File: src/rtl/alu_share_arbiter_if.sv
// Request/response bundle between two requesters (A, B) and the shared ALU arbiter.
// The slave modport is the arbiter side; the master modport is the requester side.
interface alu_share_arbiter_if #(
    parameter int unsigned CNT_W = 16
);
    localparam int unsigned DATA_W = 32;
    localparam int unsigned OP_W   = 3;

    logic              a_valid;
    logic              a_ready;
    logic [OP_W-1:0]   a_opcode;
    logic [DATA_W-1:0] a_in0;
    logic [DATA_W-1:0] a_in1;

    logic              b_valid;
    logic              b_ready;
    logic [OP_W-1:0]   b_opcode;
    logic [DATA_W-1:0] b_in0;
    logic [DATA_W-1:0] b_in1;

    logic              a_rsp_valid;
    logic              a_rsp_ready;
    logic              b_rsp_valid;
    logic              b_rsp_ready;
    logic [DATA_W-1:0] rsp_result;
    logic              rsp_change_pc;
    logic              busy;
    logic [CNT_W-1:0]  op_count;

    modport slave (
        input  a_valid, a_opcode, a_in0, a_in1,
        input  b_valid, b_opcode, b_in0, b_in1,
        input  a_rsp_ready, b_rsp_ready,
        output a_ready, b_ready,
        output a_rsp_valid, b_rsp_valid,
        output rsp_result, rsp_change_pc, busy, op_count
    );

    modport master (
        output a_valid, a_opcode, a_in0, a_in1,
        output b_valid, b_opcode, b_in0, b_in1,
        output a_rsp_ready, b_rsp_ready,
        input  a_ready, b_ready,
        input  a_rsp_valid, b_rsp_valid,
        input  rsp_result, rsp_change_pc, busy, op_count
    );
endinterface

File: src/rtl/alu_share_arbiter.sv
// Round-robin sharing of one 32-bit ALU between requesters A and B.
// Each operation walks IDLE (grant + capture) -> EXEC (compute) -> RESP (hold until consumed).
module alu_share_arbiter #(
    parameter int unsigned CNT_W = 16
) (
    input  logic                 clk,
    input  logic                 rst_n,
    alu_share_arbiter_if.slave   bus
);
    localparam int unsigned DATA_W = 32;
    localparam int unsigned OP_W   = 3;

    localparam logic [OP_W-1:0] OP_BEQ = 3'd2;
    localparam logic [OP_W-1:0] OP_BLT = 3'd3;
    localparam logic [OP_W-1:0] OP_ADD = 3'd4;
    localparam logic [OP_W-1:0] OP_SUB = 3'd5;
    localparam logic [OP_W-1:0] OP_AND = 3'd6;
    localparam logic [OP_W-1:0] OP_OR  = 3'd7;

    localparam logic OWN_A = 1'b0;
    localparam logic OWN_B = 1'b1;

    typedef enum logic [1:0] {
        IDLE = 2'd0,
        EXEC = 2'd1,
        RESP = 2'd2
    } state_t;

    state_t              state_q, state_d;
    logic                owner_q, owner_d;
    logic                last_q, last_d;
    logic [OP_W-1:0]     op_q, op_d;
    logic [DATA_W-1:0]   in0_q, in0_d;
    logic [DATA_W-1:0]   in1_q, in1_d;
    logic [DATA_W-1:0]   res_q, res_d;
    logic                cpc_q, cpc_d;
    logic [CNT_W-1:0]    cnt_q, cnt_d;
    logic                a_rv_q, a_rv_d;
    logic                b_rv_q, b_rv_d;
    logic                busy_q, busy_d;

    logic                a_ready_c;
    logic                b_ready_c;
    logic                rsp_done_c;
    logic [DATA_W-1:0]   alu_res_c;
    logic                alu_cpc_c;

    // Shared ALU, fed only from the captured operation.
    always_comb begin
        alu_res_c = in0_q;
        alu_cpc_c = 1'b0;
        case (op_q)
            OP_BEQ:  alu_cpc_c = (in0_q == in1_q);
            OP_BLT:  alu_cpc_c = (in0_q < in1_q);
            OP_ADD:  alu_res_c = in0_q + in1_q;
            OP_SUB:  alu_res_c = in0_q - in1_q;
            OP_AND:  alu_res_c = in0_q & in1_q;
            OP_OR:   alu_res_c = in0_q | in1_q;
            default: alu_res_c = in0_q;
        endcase
    end

    assign rsp_done_c = (owner_q == OWN_A) ? bus.a_rsp_ready : bus.b_rsp_ready;

    // State register.
    always_ff @(posedge clk or negedge rst_n) begin
        if (!rst_n) begin
            state_q <= IDLE;
        end else begin
            state_q <= state_d;
        end
    end

    // Next state, grant and datapath next values.
    always_comb begin
        state_d   = state_q;
        owner_d   = owner_q;
        last_d    = last_q;
        op_d      = op_q;
        in0_d     = in0_q;
        in1_d     = in1_q;
        res_d     = res_q;
        cpc_d     = cpc_q;
        cnt_d     = cnt_q;
        a_ready_c = 1'b0;
        b_ready_c = 1'b0;

        case (state_q)
            IDLE: begin
                // B wins only when A is idle or A was the last one served.
                if (bus.b_valid && (!bus.a_valid || last_q == OWN_A)) begin
                    b_ready_c = 1'b1;
                    owner_d   = OWN_B;
                    op_d      = bus.b_opcode;
                    in0_d     = bus.b_in0;
                    in1_d     = bus.b_in1;
                    state_d   = EXEC;
                end else if (bus.a_valid) begin
                    a_ready_c = 1'b1;
                    owner_d   = OWN_A;
                    op_d      = bus.a_opcode;
                    in0_d     = bus.a_in0;
                    in1_d     = bus.a_in1;
                    state_d   = EXEC;
                end
            end
            EXEC: begin
                res_d   = alu_res_c;
                cpc_d   = alu_cpc_c;
                state_d = RESP;
            end
            RESP: begin
                if (rsp_done_c) begin
                    last_d  = owner_q;
                    cnt_d   = cnt_q + CNT_W'(1);
                    state_d = IDLE;
                end
            end
            default: begin
                state_d = IDLE;
            end
        endcase

        a_rv_d = (state_d == RESP) && (owner_d == OWN_A);
        b_rv_d = (state_d == RESP) && (owner_d == OWN_B);
        busy_d = (state_d != IDLE);
    end

    // Captured operation, result and status registers.
    always_ff @(posedge clk or negedge rst_n) begin
        if (!rst_n) begin
            owner_q <= OWN_A;
            last_q  <= OWN_B;
            op_q    <= '0;
            in0_q   <= '0;
            in1_q   <= '0;
            res_q   <= '0;
            cpc_q   <= 1'b0;
            cnt_q   <= '0;
            a_rv_q  <= 1'b0;
            b_rv_q  <= 1'b0;
            busy_q  <= 1'b0;
        end else begin
            owner_q <= owner_d;
            last_q  <= last_d;
            op_q    <= op_d;
            in0_q   <= in0_d;
            in1_q   <= in1_d;
            res_q   <= res_d;
            cpc_q   <= cpc_d;
            cnt_q   <= cnt_d;
            a_rv_q  <= a_rv_d;
            b_rv_q  <= b_rv_d;
            busy_q  <= busy_d;
        end
    end

    assign bus.a_ready       = a_ready_c;
    assign bus.b_ready       = b_ready_c;
    assign bus.a_rsp_valid   = a_rv_q;
    assign bus.b_rsp_valid   = b_rv_q;
    assign bus.rsp_result    = res_q;
    assign bus.rsp_change_pc = cpc_q;
    assign bus.busy          = busy_q;
    assign bus.op_count      = cnt_q;

endmodule

File: src/flat_wrapper.sv
// flat-port wrapper written by rule: the top's interface ports become plain ports
module alu_share_arbiter_flat 
#(
    parameter int unsigned CNT_W = 16
)
  (clk, rst_n, bus_a_valid, bus_a_opcode, bus_a_in0, bus_a_in1, bus_b_valid, bus_b_opcode, bus_b_in0, bus_b_in1, bus_a_rsp_ready, bus_b_rsp_ready, bus_a_ready, bus_b_ready, bus_a_rsp_valid, bus_b_rsp_valid, bus_rsp_result, bus_rsp_change_pc, bus_busy, bus_op_count);
  alu_share_arbiter_if #(.CNT_W(CNT_W)) bus_i ();
  input  logic clk;
  input  logic rst_n;
  input wire logic [$bits(bus_i.a_valid)-1:0] bus_a_valid;
  input wire logic [$bits(bus_i.a_opcode)-1:0] bus_a_opcode;
  input wire logic [$bits(bus_i.a_in0)-1:0] bus_a_in0;
  input wire logic [$bits(bus_i.a_in1)-1:0] bus_a_in1;
  input wire logic [$bits(bus_i.b_valid)-1:0] bus_b_valid;
  input wire logic [$bits(bus_i.b_opcode)-1:0] bus_b_opcode;
  input wire logic [$bits(bus_i.b_in0)-1:0] bus_b_in0;
  input wire logic [$bits(bus_i.b_in1)-1:0] bus_b_in1;
  input wire logic [$bits(bus_i.a_rsp_ready)-1:0] bus_a_rsp_ready;
  input wire logic [$bits(bus_i.b_rsp_ready)-1:0] bus_b_rsp_ready;
  output wire logic [$bits(bus_i.a_ready)-1:0] bus_a_ready;
  output wire logic [$bits(bus_i.b_ready)-1:0] bus_b_ready;
  output wire logic [$bits(bus_i.a_rsp_valid)-1:0] bus_a_rsp_valid;
  output wire logic [$bits(bus_i.b_rsp_valid)-1:0] bus_b_rsp_valid;
  output wire logic [$bits(bus_i.rsp_result)-1:0] bus_rsp_result;
  output wire logic [$bits(bus_i.rsp_change_pc)-1:0] bus_rsp_change_pc;
  output wire logic [$bits(bus_i.busy)-1:0] bus_busy;
  output wire logic [$bits(bus_i.op_count)-1:0] bus_op_count;
  assign bus_i.a_valid = bus_a_valid;
  assign bus_i.a_opcode = bus_a_opcode;
  assign bus_i.a_in0 = bus_a_in0;
  assign bus_i.a_in1 = bus_a_in1;
  assign bus_i.b_valid = bus_b_valid;
  assign bus_i.b_opcode = bus_b_opcode;
  assign bus_i.b_in0 = bus_b_in0;
  assign bus_i.b_in1 = bus_b_in1;
  assign bus_i.a_rsp_ready = bus_a_rsp_ready;
  assign bus_i.b_rsp_ready = bus_b_rsp_ready;
  assign bus_a_ready = bus_i.a_ready;
  assign bus_b_ready = bus_i.b_ready;
  assign bus_a_rsp_valid = bus_i.a_rsp_valid;
  assign bus_b_rsp_valid = bus_i.b_rsp_valid;
  assign bus_rsp_result = bus_i.rsp_result;
  assign bus_rsp_change_pc = bus_i.rsp_change_pc;
  assign bus_busy = bus_i.busy;
  assign bus_op_count = bus_i.op_count;
  alu_share_arbiter #(.CNT_W(CNT_W)) u_core (.clk(clk), .rst_n(rst_n), .bus(bus_i));
endmodule
File: config.mk
export PLATFORM = sky130hd
export DESIGN_NAME = alu_share_arbiter_flat
export DESIGN_NICKNAME = d
export VERILOG_FILES = /design/src/rtl/alu_share_arbiter_if.sv /design/src/rtl/alu_share_arbiter.sv /design/src/flat_wrapper.sv
export SDC_FILE = /design/constraint.sdc
export NUM_CORES = 1
export LEC_CHECK = 0
export CAP_MARGIN = 20
export CORE_ASPECT_RATIO = 2
export CORE_UTILIZATION = 51
export DETAILED_ROUTE_END_ITERATION = 10
export GPL_TIMING_DRIVEN = 0
export PLACE_DENSITY_LB_ADDON = 0.15
export SKIP_LAST_GASP = 1
export SYNTH_ARGS = -nofsm -noshare
export SYNTH_HDL_FRONTEND = slang
export SYNTH_SLANG_ARGS = --single-unit
File: constraint.sdc
create_clock -name clk -period 4.1 [get_ports clk]
set_input_delay 0.41 -clock clk [delete_from_list [all_inputs] [get_ports clk]]
set_output_delay 0.41 -clock clk [all_outputs]
set_load 0.02 [all_outputs]
* Word level (Yosys, flattened, before mapping)
Cells that the tools add are included.
Storage, ports and cells: flip-flop bits (word level) 123, bits in latches 0, bits in writable memories 0, memory bits (read-only) 0, input port bits 140, output and inout bits 54, memories kept 0
Operators by class: $add $sub $neg 3, multipliers 0, divide/modulo/power cells 0, magnitude comparators 1, equality and inequality tests 10, shift operators 0, multiplexer cells 21, bitwise logic cells 4, reduce and logical (&&, ||, !) cells 10
Operators with widths (count):
- two-way mux 32 bit | 4
- case mux 32 bit (4 select lines) | 1
- adder 32 bit | 1
- AND 32 bit | 1
- == test 32 bit | 1
- less-than comparator 32 bit | 1
- OR 32 bit | 1
- subtractor 32 bit | 1
- adder 16 x 1 -> 16 bit (second input constant) | 1
- == test 3 bit (second input constant) | 4
- two-way mux 1 bit | 9
- == test 3 x 2 -> 1 bit (second input constant) | 2
- two-way mux 2 bit | 3
- two-way mux 3 bit | 2
- case mux 2 bit (3 select lines) | 1
- == test 2 bit (second input constant) | 2
- AND reduction 2 bit | 2
- nonzero test 2 bit | 2
- logical AND 1 bit | 3
- == test 2 x 1 -> 1 bit (second input constant) | 1
- logical NOT 2 bit | 1
- inverter 1 bit | 2
- case mux 1 bit (2 select lines) | 1
- logical NOT 1 bit | 1
- logical OR 1 bit | 1

* Logic depth before layout (Yosys ltp)
Gate-level depths: netlist of run 1.
depth after elaboration 7, depth in mapped cells 13, depth with buffers taken out 13

* Worst setup path before layout of run 1
OpenSTA, ideal clock, no wires.
kind register -> register, from reg u_core.in0_q[0], to reg u_core.res_q[26] (netlist: u_core.bus.rsp_result[26]), library setup time 0.132 ns, arrival time 2.903 ns, required time 3.968 ns, setup slack 1.065 ns, stages on the path, launching flop included 14, buffers on the path 0, period minus slack after synthesis 3.035 ns, cells stage by stage dfrtp_1 -> inv_1 -> ha_1 -> inv_1 -> fa_1 -> nor2b_2 -> o311ai_4 -> a21oi_2 -> o31a_1 -> a211o_1 -> a211o_1 -> xnor2_1 -> a221oi_1 -> a21oi_1
On the way: cells in the longest elaborated chain, start to end 2
RTL lines:
- start, declared | RTL line alu_share_arbiter.sv:33 | logic [DATA_W-1:0] in0_q, in0_d;
- start signal, assigned | RTL line alu_share_arbiter.sv:147 | in0_q <= in0_d;
- subtractor 32 bit / adder 32 bit (equally long branches) | RTL line alu_share_arbiter.sv:56, alu_share_arbiter.sv:55
- case mux 32 bit (4 select lines) (*) | RTL line alu_share_arbiter.sv:52 | case (op_q)
- end signal, assigned | RTL line alu_share_arbiter.sv:149 | res_q <= res_d;
- end, declared | RTL line alu_share_arbiter.sv:35 | logic [DATA_W-1:0] res_q, res_d;
Mark *: on every way between the ends. The rest lies on a longest branch, timed or not. A chain may end at the register's enable or synchronous reset.

* Final worst setup path of run 1
from reg u_core.in1_q[11], to reg u_core.res_q[23] (netlist: u_core.bus.rsp_result[23])
On the way: cells in the longest elaborated chain, start to end 2
RTL lines:
- start, declared | RTL line alu_share_arbiter.sv:34 | logic [DATA_W-1:0] in1_q, in1_d;
- start signal, assigned | RTL line alu_share_arbiter.sv:148 | in1_q <= in1_d;
- subtractor 32 bit / adder 32 bit (equally long branches) | RTL line alu_share_arbiter.sv:56, alu_share_arbiter.sv:55
- case mux 32 bit (4 select lines) (*) | RTL line alu_share_arbiter.sv:52
Marks and branches as above.

==> impl_metrics.yaml, run 1 <==
grt:
  globalRouteTotalUtil: 0.4464
  grt_max_degree: 65
  antenna_found_initial: 1
  met2_usage: 0.8117
  met3_usage: 0.09934
  busiest_layer: "met2"
  overflow: 0
  grt_pass1_vias: 12044
  grt_pass1_wl_mm: 69.29
  grtUsageMet1: 0.3750
worst_hold_path:
  hp-class: "reg -> reg"
placement:
  post-place-ws_ns: 0.2207
  portBuffers: 193
  gp_congestion: 1.013
  hpwl_mm: 36.31
yosys:
  yosys.area_share.adder: 0.1235
  syn_nets: 1554
  synthFlopType: "dfrtp_1"
  synth_compound_area_frac: 0.2451
  synth-seq-cells: 123
  synthArstFlopShare: 1.000
  synth-simple-area-share: 0.1576
  synth.distinct_cells: 88
  syn_area_sq_um: 10660
  avgSynthCellArea_sq_um: 8.134
  synth_top_family_by_area: "compound AO/OA/AOI/OAI gates"
  synth-xor-area-share: 0.03617
  yosysWarnings: 0
  seq_area_frac_synth: 0.2890
  synth_cells: 1310
  synth_edf_count: 0
  muxShareOfSynthArea: 0.07868
routing:
  first_pass_iters: 6
  num_vias: 11212
  ant_nets: 0
  routedWlPerCell_um: 25.85
  drt_wl_total_mm: 46.63
  vias_per_cell: 6.215
  drc: 0
  first_iter_violations: 716
die:
  die_h_um: 206.4
  die_w_um: 104.2
  io_pins: 194
  core_sq_um: 20460
  start_util: 0.5207
  die_area_sq_um: 21510
  rows: 74
power_and_ir_drop:
  clockPowerShare: 0.108
  pwr-share-comb: 0.722
  power_density_nw_per_um2: 1056
  power.switching_uw: 8109
  seqPwrFrac: 0.170
  internal-power_uw: 6214
  p_sw_frac: 0.5661
  max-vdd-ir-drop_v: 0.0006372
  power_leakage_uw: 0.006062
timing:
  hold_ws_ns: 0.4762
  period_share: 1.004
  setup_viol: 1
  worst_slew_pin_slew_ns: 1.264
  final_hold_viol_count: 0
  max_freq_mhz: 242.9
  setup_slack_ns: -0.01738
  final_max_slew_viol_count: 0
  period_minus_slack_ns: 4.117
  fin_skew_ns: 0.01421
  rsz0062_at_grt: "no"
  max_slew_margin: 0.1572
setup_path:
  crit_path_end_kind: "flop"
  rr_startpoint: "u_core.in1_q[11]"
  critPathMaxFanout: 9
  setup.worst_path.end: "u_core.bus.rsp_result[23]"
  required_ns: 4.41
  path_class: "reg -> reg"
  r2r_cells: 12
  cp.arrival_ns: 4.42
  r2r-end: "u_core.bus.rsp_result[23]"
  crit_start: "u_core.in1_q[11]"
  reg2reg_setup_slack_ns: -0.02
  crit_path_start_kind: "flop"
layout:
  fin_nets: 1769
  final_common_cell: "clkdlybuf4s50_1"
  synthToLayoutAreaGrowth_pct: 27.24
  multi_input_area_sq_um: 6837
  final_cell_mix: "clkdlybuf4s50_1 (192), a21oi_1 (166), nor2_1 (145)"
  antenna_cells: 0
  drive_gt1_frac: 0.05917
  seq_area_sq_um: 3079
  fillers: 1770
clock_tree:
  cts.sinks: 123
  cts_buffer_depth: 2
  cts_root_buf: "clkbuf_16"
  cts_tree: "built"
  cts_buffers: 17
  htree_levels: 4
  clk_latency_ns: 0.46
  cts.clk_slew.worst_paths_ns: 0.07
  post_cts_buffers: 0
status:
  status: "complete, but fails checks"
  violations: "negative setup slack"
run:
  maxCapViolations: 0
-- what timing repair did --
action,CTS,global route
gates resized for setup,0,1
hold endpoints to repair,62,0
hold buffers,1,0
setup endpoints to repair,0,2
-- cells by family after synthesis --
family	after synthesis
AO/OA/AOI/OAI	405
AND/OR/NAND/NOR	367
buffers and inverters	185
flip-flops	123
adder cells (fa/ha/maj)	104
multiplexers	82
XOR/XNOR	44
-- synth_stat cells (all sizes together) (6+ instances only) --
| library cell | instances | area, sq um |
|---|---|---|
| a21oi | 168 | 855.8 |
| nor2 | 145 | 544.3 |
| dfrtp | 122 | 3053 |
| inv | 105 | 394.1 |
| ha | 102 | 1276 |
| nand2 | 97 | 366.6 |
| o21ai | 89 | 449.2 |
| mux2i | 77 | 770.7 |
| clkbuf | 41 | 153.9 |
| buf | 39 | 197.7 |
| xnor2 | 37 | 324.1 |
| nor3 | 28 | 150.1 |
| nand3 | 23 | 132.6 |
| a31oi | 14 | 87.58 |
| o211ai | 14 | 110.1 |
| a211oi | 13 | 130.1 |
| a21o | 12 | 90.09 |
| o21bai | 12 | 101.4 |
| nand2b | 11 | 68.82 |
| nor4 | 11 | 68.82 |
| o31ai | 11 | 82.58 |
| nor2b | 10 | 65.06 |
| or3 | 10 | 62.56 |
| nand4 | 9 | 56.30 |
| o21a | 8 | 60.06 |
| and2 | 7 | 43.79 |
| o211a | 7 | 70.07 |
| o311ai | 7 | 93.85 |
| xor2 | 7 | 61.31 |
| a211o | 6 | 53.80 |
-- worst min-delay path by stage --
stage	from	to	cells after the start
finish	u_core.bus.op_count[15]	u_core.bus.op_count[15]	1
global route	u_core.bus.rsp_result[10]	u_core.bus.rsp_result[10]	2
CTS	u_core.bus.op_count[15]	u_core.bus.op_count[15]	1
detailed placement	rst_n	u_core.in1_q[10]	1
global placement	u_core.bus.op_count[15]	u_core.bus.op_count[15]	1
floorplan	rst_n	u_core.bus.a_rsp_valid	0
-- worst max-delay path, cell delays in order (launching register included) --
cell and delay, ns:
dfrtp_1 0.63, inv_1 0.14, ha_1 0.32, buf_4 0.17, inv_1 0.19, nand4_1 0.27, a211oi_2 0.67, o21ai_1 0.15
nand2_1 0.30, a21boi_0 0.27, a221o_1 0.43, a22oi_1 0.29, o21ai_1 0.10
-- layer usage --
metal  share of wire  routed length, um
met2            0.51              23790
met4            0.13               5844
met1            0.30              13990
met3           0.064               2999
met5         0.00028                 13
-- final cells by class --
class                   count  area share
multi-input cells        1002      0.5042
flip-flops and latches    123      0.2271
repair buffers            196      0.1465
clock buffers              18     0.03165
inverters                 105     0.02907
plain buffers              80     0.02593
well taps                 266     0.02455
clock inverters            14     0.01098
-- through the flow --
stage	power (uW)	utilization	TNS [ns]	cell area, sq um	instances
after floorplan	8782	-	0	10660	1310
after global placement	12210	0.6314	-258.81	12920	1769
after detailed placement	12340	0.6328	0	12950	1770
after CTS	13920	0.6616	0	13540	1803
after global routing	15110	0.6626	0	13560	1804
final	14320	0.6626	-0.01738	13560	1804
-- sequential cells by signal, summed over array words and instances, names as in the netlist --
signal                    cells
u_core.in0_q                 32
u_core.bus.rsp_result        32
u_core.last_q                 1
u_core.bus.a_rsp_valid        1
u_core.op_q                   3
u_core.bus.b_rsp_valid        1
u_core.in1_q                 32
u_core.owner_q                1
u_core.state_q                2
u_core.bus.rsp_change_pc      1
u_core.bus.op_count          16
u_core.bus.busy               1
-- power by group through the flow --
| stage | clock network, uW | registers, uW | logic, uW |
|---|---|---|---|
| 2_1_floorplan | 0 | 2390 | 6390 |
| 3_3_place_gp | 0 | 2380 | 9830 |
| 3_5_place_dp | 0 | 2410 | 9930 |
| 4_1_cts | 1540 | 2390 | 9990 |
| 5_1_grt | 1590 | 2490 | 11000 |
| 6_report | 1540 | 2440 | 10300 |
Power figures use the tool's default switching activity.
==> run 2, diff against run 1 <==
--- a/config.mk
+++ b/config.mk
@@ -10,7 +10,8 @@
 export CORE_UTILIZATION = 51
 export DETAILED_ROUTE_END_ITERATION = 10
 export GPL_TIMING_DRIVEN = 0
-export PLACE_DENSITY_LB_ADDON = 0.15
+export MAX_ROUTING_LAYER = met4
+export PLACE_DENSITY_LB_ADDON = 0.08
 export SKIP_LAST_GASP = 1
 export SYNTH_ARGS = -nofsm -noshare
 export SYNTH_HDL_FRONTEND = slang
==> run 2 against run 1 <==
The flow still finishes with violations (negative setup slack). Clock power barely moved. Combinational power barely moved. First-iteration DRC count rose by 7.1%. Global-route usage rose by 1.6 points. Count of clock-buffer cells in the layout fell by 1. Design area barely moved. Critical path depth did not move. Non-clock buffer count did not move. Final cell count barely moved. Setup slack got worse by 0.068 ns. Critical endpoint is now u_core.bus.rsp_result[25].
==> impl_metrics.yaml, run 2 (synthesis gave the netlist of run 1 again) <==
layout:
  seq_area_sq_um: 3079
  synthToLayoutAreaGrowth_pct: 27.13
  multi_input_area_sq_um: 6830
  design_area_sq_um: 13550
  final_cells: 1805
  fin_nets: 1769
  final_cell_mix: "clkdlybuf4s50_1 (192), a21oi_1 (166), nor2_1 (145)"
  drive_gt1_frac: 0.05917
  fillers: 1758
  final_common_cell: "clkdlybuf4s50_1"
placement:
  hpwl_mm: 36.22
  placed_cells: 1770
  post-place-ws_ns: 0.1985
  placed_area_sq_um: 12950
  gp_congestion: 1.033
  portBuffers: 193
clock_tree:
  cts_tree: "built"
  cts_root_buf: "clkbuf_16"
  cts.sinks: 123
  post_cts_resized: 0
  cts_buffers: 17
  cts_buffer_depth: 2
  cts.clk_slew.worst_paths_ns: 0.06
  clk_latency_ns: 0.46
  htree_levels: 4
grt:
  overflow: 0
  grt_pass1_vias: 11994
  globalRouteTotalUtil: 0.4629
  antenna_found_initial: 1
  grt_max_degree: 64
  grt_pass1_wl_mm: 69.70
setup_path:
  cp_slowest_cell: "a311oi_1"
  cp.arrival_ns: 4.51
  crit_path_start_kind: "flop"
  path_buf_inv: 3
  slowest_delay_ns: 0.80
  required_ns: 4.43
  path_class: "reg -> reg"
  crit_family: "compound AO/OA/AOI/OAI gates"
  cp.depth: 12
  r2r_cells: 12
  path_cells: "inv_1 -> ha_1 -> buf_4 -> inv_1 -> nand4_1 -> a211oi_2 -> o2111ai_2 -> a311oi_1 -> a21oi_1 -> xor2_1 -> a21oi_1 -> nor3_1"
  crit_path_end_kind: "flop"
  critPathMaxFanout: 9
die:
  io_pins: 194
  die_h_um: 206.4
  core_sq_um: 20460
  rows: 74
  start_util: 0.5207
  die_w_um: 104.2
  die_area_sq_um: 21510
power_and_ir_drop:
  power_leakage_uw: 0.006061
  max-vdd-ir-drop_v: 0.0005431
  power_density_nw_per_um2: 1067
worst_hold_path:
  hp-class: "reg -> reg"
  worstHoldPathCells: 1
timing:
  setup_slack_ns: -0.08506
  final_hold_viol_count: 0
  setup_viol: 2
  fin_skew_ns: 0.01673
  final_max_slew_viol_count: 0
  rsz0062_at_grt: "no"
  max_slew_margin: 0.1928
  period_minus_slack_ns: 4.185
  worst_slew_pin_slew_ns: 1.211
  period_share: 1.021
  max_freq_mhz: 238.9
routing:
  first_iter_violations: 767
  first_pass_iters: 6
  vias_per_cell: 6.339
  ant_nets: 0
  drt_wl_total_mm: 47.48
  drc: 0
  num_vias: 11441
  routedWlPerCell_um: 26.30
run:
  maxCapViolations: 0
status:
  violations: "negative setup slack"
  status: "complete, but fails checks"
[run 2: changes by cell type in the layout (fill, tap and decap cells not counted)]
| cell | before | now |
|---|---|---|
| clkinv_2 | 0 | 1 |
| clkinv_4 | 1 | 3 |
| a311oi_1 | 1 | 2 |
| a311oi_2 | 1 | 0 |
| diode_2 | 0 | 1 |
| clkbuf_1 | 42 | 41 |
| buf_2 | 14 | 15 |
| inv_6 | 7 | 5 |
| buf_8 | 1 | 0 |
[run 2: worst paths after layout]
kind	from	slack, ns	endpoint
max reg2reg	u_core.in1_q[11]	-0.09	u_core.bus.rsp_result[25]
max in group asynchronous	rst_n	2.86	u_core.in1_q[23]
min	u_core.bus.op_count[15]	0.48	u_core.bus.op_count[15]
max	u_core.in1_q[11]	-0.09	u_core.bus.rsp_result[25]
min reg2reg	u_core.bus.op_count[15]	0.48	u_core.bus.op_count[15]
min in group asynchronous	rst_n	0.49	u_core.in1_q[10]
[run 2: worst register-to-register path: stages, from the launching register on]
cell       delay (ns)
dfrtp_1          0.58
inv_1            0.14
ha_1             0.31
buf_4            0.17
inv_1            0.17
nand4_1          0.31
a211oi_2         0.60
o2111ai_2        0.22
a311oi_1         0.80
a21oi_1          0.19
xor2_1           0.18
a21oi_1          0.28
nor3_1           0.09
[run 2: cell type report]
cell class	count	share of cell area
repair buffers	196	0.1459
clock buffers	17	0.03141
clock inverters	15	0.01136
flip-flops and latches	123	0.2273
well taps	266	0.02457
plain buffers	80	0.02596
multi-input cells	1002	0.5042
inverters	105	0.02910
diodes	1	0.0001847
[run 2: per-layer routing]
metal,up-vias,share of wire,GRT usage
met2,621,0.50,0.8083
met3,352,0.076,0.1255
met4,0,0.13,0.5184
met5,-,0,-
met1,5431,0.29,0.3651
li1,5037,-,-
[run 2: per-stage QoR]
stage          total power (uW)  utilization  TNS [ns]  hold WS (ns)
5_1_grt                   15130       0.6620         0        0.4976
3_3_place_gp              12280       0.6314   -266.51        0.4617
6_report                  14450       0.6620   -0.1362        0.4820
4_1_cts                   14020       0.6616         0        0.4791
2_1_floorplan              8782            -         0        0.1144
3_5_place_dp              12420       0.6328         0        0.4215
[run 2: where the power goes]
group          switching, uW  leakage (uW)  internal, uW
sequential               670       0.00141          1760
combinational           6890       0.00437          3590
clock                    686      0.000281           855
total                   8240       0.00606          6210
[run 2: timing repair]
item / in CTS / in global routing
endpoints found under the hold margin: 61 / 0
setup buffers: 0 / 0
hold buffers: 1 / 0
